===== config.mk =====
export PLATFORM = sky130hd
export DESIGN_NAME = bias_accum_stage
export DESIGN_NICKNAME = d
export VERILOG_FILES = /design/src/rtl/bias_accum_pkg.sv /design/src/rtl/bias_accum_lane.sv /design/src/rtl/bias_accum_stage.sv
export SDC_FILE = /design/constraint.sdc
export NUM_CORES = 2
export LEC_CHECK = 0
export CAP_MARGIN = 15
export CORE_AREA = 2 2 339 341
export DETAILED_ROUTE_END_ITERATION = 10
export DIE_AREA = 0 0 341 343
export PLACE_DENSITY = 0.87
export SLEW_MARGIN = 20
export SYNTH_ARGS = -nofsm -noshare
export SYNTH_HDL_FRONTEND = slang
export SYNTH_SLANG_ARGS = --single-unit

===== constraint.sdc =====
create_clock -name clk -period 8.2 [get_ports clk]
set_input_delay 2.46 -clock clk [delete_from_list [all_inputs] [get_ports clk]]
set_output_delay 2.46 -clock clk [all_outputs]
set_load 0.03 [all_outputs]

===== src/rtl/bias_accum_pkg.sv =====
// Shared widths, saturation limits, FSM state encoding and saturate helpers
// for the bias accumulation stage.
package bias_accum_pkg;

  localparam int DW      = 18;
  localparam int ACC_W   = 24;
  localparam int DW_MAX  = (2 ** (DW - 1)) - 1;
  localparam int DW_MIN  = -(2 ** (DW - 1));
  localparam int ACC_MAX = (2 ** (ACC_W - 1)) - 1;
  localparam int ACC_MIN = -(2 ** (ACC_W - 1));

  typedef enum logic [1:0] {
    ST_IDLE  = 2'd0,
    ST_ACCUM = 2'd1,
    ST_BIAS  = 2'd2,
    ST_OUT   = 2'd3
  } state_e;

  typedef logic signed [DW-1:0]  lane_t;
  typedef logic signed [ACC_W-1:0] acc_t;
  // One guard bit wider than the accumulator so a single add never wraps.
  typedef logic signed [ACC_W:0] acc_sum_t;

  function automatic acc_sum_t sext_dw(input lane_t v);
    return {{(ACC_W + 1 - DW){v[DW-1]}}, v};
  endfunction

  function automatic logic acc_ovf(input acc_sum_t s);
    return s[ACC_W] != s[ACC_W-1];
  endfunction

  function automatic acc_t sat_acc(input acc_sum_t s);
    if (s > acc_sum_t'(ACC_MAX)) begin
      return acc_t'(ACC_MAX);
    end else if (s < acc_sum_t'(ACC_MIN)) begin
      return acc_t'(ACC_MIN);
    end
    return s[ACC_W-1:0];
  endfunction

  function automatic logic dw_ovf(input acc_t a);
    return (a > acc_t'(DW_MAX)) || (a < acc_t'(DW_MIN));
  endfunction

  function automatic lane_t sat_dw(input acc_t a);
    if (a > acc_t'(DW_MAX)) begin
      return lane_t'(DW_MAX);
    end else if (a < acc_t'(DW_MIN)) begin
      return lane_t'(DW_MIN);
    end
    return a[DW-1:0];
  endfunction

endpackage


===== src/rtl/bias_accum_lane.sv =====
// One lane: saturating accumulator, sticky clip flag and the registered,
// saturated (optionally ReLU-clamped) result.
module bias_accum_lane
  import bias_accum_pkg::*;
(
  input  logic  clk,
  input  logic  rst_n,
  input  logic  load_i,
  input  logic  add_in_i,
  input  logic  add_bias_i,
  input  logic  capture_i,
  input  logic  relu_i,
  input  lane_t in_i,
  input  lane_t bias_i,
  output lane_t out_o,
  output logic  sat_o
);

  acc_t     acc_q, acc_d;
  lane_t    out_q, out_d;
  logic     sat_q, sat_d;
  acc_sum_t sum;

  always_comb begin
    // NOTE: every variable gets a hold default first so no path leaves it unassigned (no latch).
    acc_d = acc_q;
    out_d = out_q;
    sat_d = sat_q;
    sum   = acc_sum_t'({acc_q[ACC_W-1], acc_q}) + sext_dw(add_bias_i ? bias_i : in_i);

    if (load_i) begin
      acc_d = acc_t'(sext_dw(in_i));
      sat_d = 1'b0;
    end else if (add_in_i || add_bias_i) begin
      acc_d = sat_acc(sum);
      if (acc_ovf(sum)) begin
        sat_d = 1'b1;
      end
    end

    // A negative clip still flags overflow even when ReLU then zeroes the lane.
    if (capture_i) begin
      out_d = sat_dw(acc_q);
      if (dw_ovf(acc_q)) begin
        sat_d = 1'b1;
      end
      if (relu_i && out_d[DW-1]) begin
        out_d = '0;
      end
    end
  end

  // NOTE: the accumulator is ordinary state, not a RAM, so it takes the async reset like the rest.
  always_ff @(posedge clk or negedge rst_n) begin
    if (!rst_n) begin
      acc_q <= '0;
      out_q <= '0;
      sat_q <= 1'b0;
    end else begin
      // NOTE: sequential state is updated with non-blocking assignments only.
      acc_q <= acc_d;
      out_q <= out_d;
      sat_q <= sat_d;
    end
  end

  assign out_o = out_q;
  assign sat_o = sat_q;

endmodule


===== src/rtl/bias_accum_stage.sv =====
// Consumer of the per-layer bias bus: accumulates partial-sum passes, adds
// bias, saturates/ReLUs and hands the result on with valid/ready.
module bias_accum_stage #(
  parameter int N_adder_tree = 16,
  parameter int DW           = bias_accum_pkg::DW,
  parameter int ACC_W        = bias_accum_pkg::ACC_W,
  parameter int PASS_W       = 8
) (
  input  logic                       clk,
  input  logic                       rst_n,
  input  logic [PASS_W-1:0]          cfg_passes,
  input  logic                       relu_en,
  input  logic [N_adder_tree*DW-1:0] bias_q,
  input  logic                       in_valid,
  output logic                       in_ready,
  input  logic [N_adder_tree*DW-1:0] in_data,
  output logic                       out_valid,
  input  logic                       out_ready,
  output logic [N_adder_tree*DW-1:0] out_data,
  output logic                       out_sat,
  output logic                       busy
);

  import bias_accum_pkg::*;

  // Lane arithmetic is fixed by the package; a mismatched override is a build error.
  if (DW != bias_accum_pkg::DW || ACC_W != bias_accum_pkg::ACC_W) begin : g_width_guard
    $error("bias_accum_stage: DW/ACC_W must match bias_accum_pkg");
  end

  state_e              state_q, state_d;
  logic [PASS_W-1:0]   cnt_q, cnt_d;
  logic [PASS_W-1:0]   passes_q, passes_d;
  logic                relu_q, relu_d;
  logic                cap_q, cap_d;
  logic                valid_q, valid_d;
  logic                load, add_in, add_bias, capture;
  logic [N_adder_tree-1:0] lane_sat;

  always_comb begin
    state_d  = state_q;
    cnt_d    = cnt_q;
    passes_d = passes_q;
    relu_d   = relu_q;
    cap_d    = cap_q;
    valid_d  = valid_q;
    load     = 1'b0;
    add_in   = 1'b0;
    add_bias = 1'b0;
    capture  = 1'b0;

    case (state_q)
      ST_IDLE: begin
        if (in_valid) begin
          load     = 1'b1;
          passes_d = (cfg_passes == '0) ? PASS_W'(1) : cfg_passes;
          relu_d   = relu_en;
          cnt_d    = PASS_W'(1);
          state_d  = (passes_d == PASS_W'(1)) ? ST_BIAS : ST_ACCUM;
        end
      end
      ST_ACCUM: begin
        if (in_valid) begin
          add_in = 1'b1;
          cnt_d  = cnt_q + PASS_W'(1);
          if (cnt_d == passes_q) begin
            state_d = ST_BIAS;
          end
        end
      end
      ST_BIAS: begin
        add_bias = 1'b1;
        cap_d    = 1'b1;
        state_d  = ST_OUT;
      end
      ST_OUT: begin
        // First OUT cycle registers the saturated result; valid rises after it.
        if (cap_q) begin
          capture = 1'b1;
          cap_d   = 1'b0;
          valid_d = 1'b1;
        end else if (valid_q && out_ready) begin
          valid_d = 1'b0;
          state_d = ST_IDLE;
        end
      end
      default: state_d = ST_IDLE;
    endcase
  end

  always_ff @(posedge clk or negedge rst_n) begin
    if (!rst_n) begin
      state_q  <= ST_IDLE;
      cnt_q    <= '0;
      passes_q <= '0;
      relu_q   <= 1'b0;
      cap_q    <= 1'b0;
      valid_q  <= 1'b0;
    end else begin
      state_q  <= state_d;
      cnt_q    <= cnt_d;
      passes_q <= passes_d;
      relu_q   <= relu_d;
      cap_q    <= cap_d;
      valid_q  <= valid_d;
    end
  end

  for (genvar i = 0; i < N_adder_tree; i++) begin : g_lane
    bias_accum_lane u_lane (
      .clk        (clk),
      .rst_n      (rst_n),
      .load_i     (load),
      .add_in_i   (add_in),
      .add_bias_i (add_bias),
      .capture_i  (capture),
      .relu_i     (relu_q),
      .in_i       (in_data[DW*i +: DW]),
      .bias_i     (bias_q[DW*i +: DW]),
      .out_o      (out_data[DW*i +: DW]),
      .sat_o      (lane_sat[i])
    );
  end

  // Ready depends on state only, never on in_valid or out_ready.
  assign in_ready  = (state_q == ST_IDLE) || (state_q == ST_ACCUM);
  assign out_valid = valid_q;
  assign out_sat   = valid_q & (|lane_sat);
  assign busy      = (state_q != ST_IDLE);

endmodule


==> results.md <==
- Critical R2R Launch: state_q[0]
- Post_cts resized: 0
- Final setup skew: 33.0 ps
- Yosys synthesis warning count: 0
- Worst-Margin Slew: ~1100 ps
- Std cell rows: between 100 and 150
- Final setup viols: 0
- CP arrival: a little under 8000 ps
- Commonest non-fill, non-tap cell in the layout: clkdlybuf4s50_1
- Slowest stage delay, CP: slightly below 900 ps
- Compound-Gate Fraction of Synth Area: a little over a quarter
- Clk_lat worst skew: approximately 700 ps
- Fin. Hold Viols: 0
- Sequential area share after synthesis: a little under a third
- Post-synth EDFFs: 0
- Worst Setup End Kind: register
- Largest area contributor in the netlist: dfrtp_1
- Initial Utilization: 51.5%
- Combinational family with the most area after synthesis: compound AO/OA/AOI/OAI gates
- NumNets Final: around 9k
- DRT iter0 DRCs: around 5.7k
- RSZ-0062 raised after global routing: false
- Startpoint types: primary input
- Clk buf depth: 3
- Clock-pin slew on the worst setup and hold paths: around 60 ps
- Initial antenna violation count: 19
- Sink Count: between 700 and 800
- Synth Area in XOR/XNOR: about 3.7%
- Synth unique cells: ~100
- Buffers & Inverters on Critical Path: 2
- Gpl congestion: around 1.0
- First-pass GRT wire length: roughly 330000 um
- Worst reg2reg path depth: 17
- Vias in the first global route: ~60k
- Ys flop type: dfrtp_1
- Fmax: ~0.14 GHz
- Slew HR: between 20 and 30%
- Pins Over Slew Limit: 0
- HP Class: register to register
- R2R setup slack: 1630 ps
- Family with the most delay on the worst path: compound AO/OA/AOI/OAI gates
- Die area: around 0.12 mm^2
- Post-CTS setup buffer count: 0
- CTS root buf: clkbuf_16
- WL final: roughly 220000 um
- Max cap viols: 0
- Synth Area in Simple Gates: between 20 and 25%
- Core area: 0.113 mm^2
- Share of async-settable or async-resettable flops after synthesis: 100%
- Drt first pass iters: 8
- Mux cell area share after synthesis: under 10%
- All-layer global routing usage: about 36%
- TNS Setup: 0 ps
- Mapped Cells: 7252
- Total grt overflow: 0
- Syn Area/Cell: around 8 um^2
- Critical path peak fanout: 18
- Vias: around 62k
- CTS tree: done
- Die H: approximately 340 um
- Area Growth Syn to Fin: 22.4%
- Final period util: 89.3%
- Synth top area share: a little under a third
- Post-route ant nets: 0
- Synth Area in Adders: under 10%
- H-tree depth: 3
- Status: finished clean
- Syn nets: just over 8k
- Total I/O pin count: around 900
- Hold path depth: 2
- Synthesized area: 0.0584 mm^2
- Largest net degree at the start of global routing: ~200
- DR WL/cell: between 20 and 25 um
- Cells along the critical path: clkdlybuf4s50_1 -> mux2_2 -> ha_1 -> inv_1 -> fa_1 -> nand2b_1 -> a21oi_1 -> o21ai_1 -> a2111oi_0 -> o21ai_0 -> xnor2_1 -> nor2_1 -> nand4_1 -> mux2i_1 -> o21ai_2 -> a211oi_1 -> a221oi_1
- Hold endpoint: g_lane[3].u_lane.out_o[17]
- Share of layout cells above drive strength 1: ~8%
- Clock buffer count from CTS: between 80 and 90
- Drt drc: 0
- Post-CTS Hold Fix Bufs: 0
- Synth top area cells: dfrtp_1, ha_1, o21ai_0
- Die X-Extent: around 340 um
- Commonest cells after routing, fill and taps aside: clkdlybuf4s50_1, o21ai_0, nand2_1
- Clock period minus worst slack: 7320 ps
- PortBufs: 880
- Slowest CP cell: o21ai_2
- FF-to-FF End: g_lane[4].u_lane.acc_q[18]
- Worst endpoint required time: a little under 9000 ps
- Hold Crit Start: g_lane[3].u_lane.out_o[17]
- Crit Path Category: primary input to register
- Detailed placement HPWL: approximately 160000 um
- Drt via density: between 6 and 7
- Seq cells post-synth: between 700 and 800
[final cells by class]
type	count	area, um^2
timing repair buffer	959	9560
tap	1512	1890
inverter	204	766
fill	9426	41900
sequential	709	17700
clock buffer	114	2390
clock inverter	39	474
multi-input combinational	5980	38600
antenna	16	40.0
[layer usage]
metal / global-route usage [%] / vias to the layer above / wire (um)
li1: - / 28100 / -
met1: 44.8 / 29500 / 84600
met2: 57.2 / 3325 / 98600
met3: 6.72 / 655 / 19600
met4: 21.1 / 12 / 13600
met5: 0 / - / 78
[cell families (layout without fill, tap and decap cells)]
family | after synthesis | count (layout)
AND/OR/NAND/NOR | 2537 | 2537
adder cells (fa/ha/maj) | 439 | 439
AO/OA/AOI/OAI | 2441 | 2441
buffers and inverters | 563 | 1316
multiplexers | 319 | 319
flip-flops | 709 | 709
XOR/XNOR | 244 | 244
other | 0 | 16
[worst max path at each step]
stage                start                         end  cells past startpoint
2_1_floorplan  bias_q[144]  g_lane[8].u_lane.acc_q[13]                     14
3_3_place_gp     bias_q[0]  g_lane[0].u_lane.acc_q[11]                     17
3_5_place_dp     bias_q[0]  g_lane[0].u_lane.acc_q[14]                     17
4_1_cts          bias_q[0]  g_lane[0].u_lane.acc_q[14]                     17
5_1_grt        in_data[72]  g_lane[4].u_lane.acc_q[18]                     17
6_report       in_data[72]  g_lane[4].u_lane.acc_q[18]                     17
[Yosys cell counts, types with 19 or more instances]
master	number
xnor2_1	138
nand2b_1	118
and2_1	42
o22ai_1	154
mux2i_1	19
and4_1	37
xor2_1	106
nand3b_1	35
a21oi_1	479
o21ai_0	871
o211ai_1	63
a2111oi_0	34
o31ai_1	52
o21bai_1	34
nand2_1	843
a21o_1	150
inv_1	200
nor4_1	81
a31oi_1	93
o211a_1	23
nand4_1	68
ha_1	423
o21a_1	74
a211o_1	31
or4_1	28
clkbuf_1	331
nor2b_1	56
dfrtp_1	709
mux2_2	298
or3_1	58
o221ai_1	21
o221a_2	39
or2_2	29
nor2_1	724
a21boi_0	25
and3_1	54
nor3b_1	19
nand3_1	129
nor3_1	156
a211oi_1	91
[tightest hold or removal path, delay by kind of cell (launching register included)]
family | cells | cell delay (ps)
AND/OR/NAND/NOR | 2 | 100
flip-flops | 1 | 340
[metrics by stage]
step	worst slack [ps]	cell area, um^2	hold WS, ps	utilization, %	std cells
after floorplan	1710	58400	460	-	7252
after global placement	355	68600	451	60.5	9364
after detailed placement	358	68600	461	60.5	9364
after CTS	1040	71400	475	63.0	9517
after global routing	590	71500	499	63.0	9529
final	875	71500	473	63.0	9533
[registers in the layout (all words and copies together) (netlist names)]
| signal | flops |
|---|---|
| g_lane.u_lane.acc_q | 384 |
| g_lane.u_lane.out_o | 288 |
| g_lane.u_lane.sat_o | 16 |
| cnt_q | 8 |
| passes_q | 8 |
| state_q | 2 |
| cap_q | 1 |
| out_valid | 1 |
| relu_q | 1 |
Power is not shown: default switching activity piles up to over one toggle a cycle in this logic, so the estimate is an artifact.
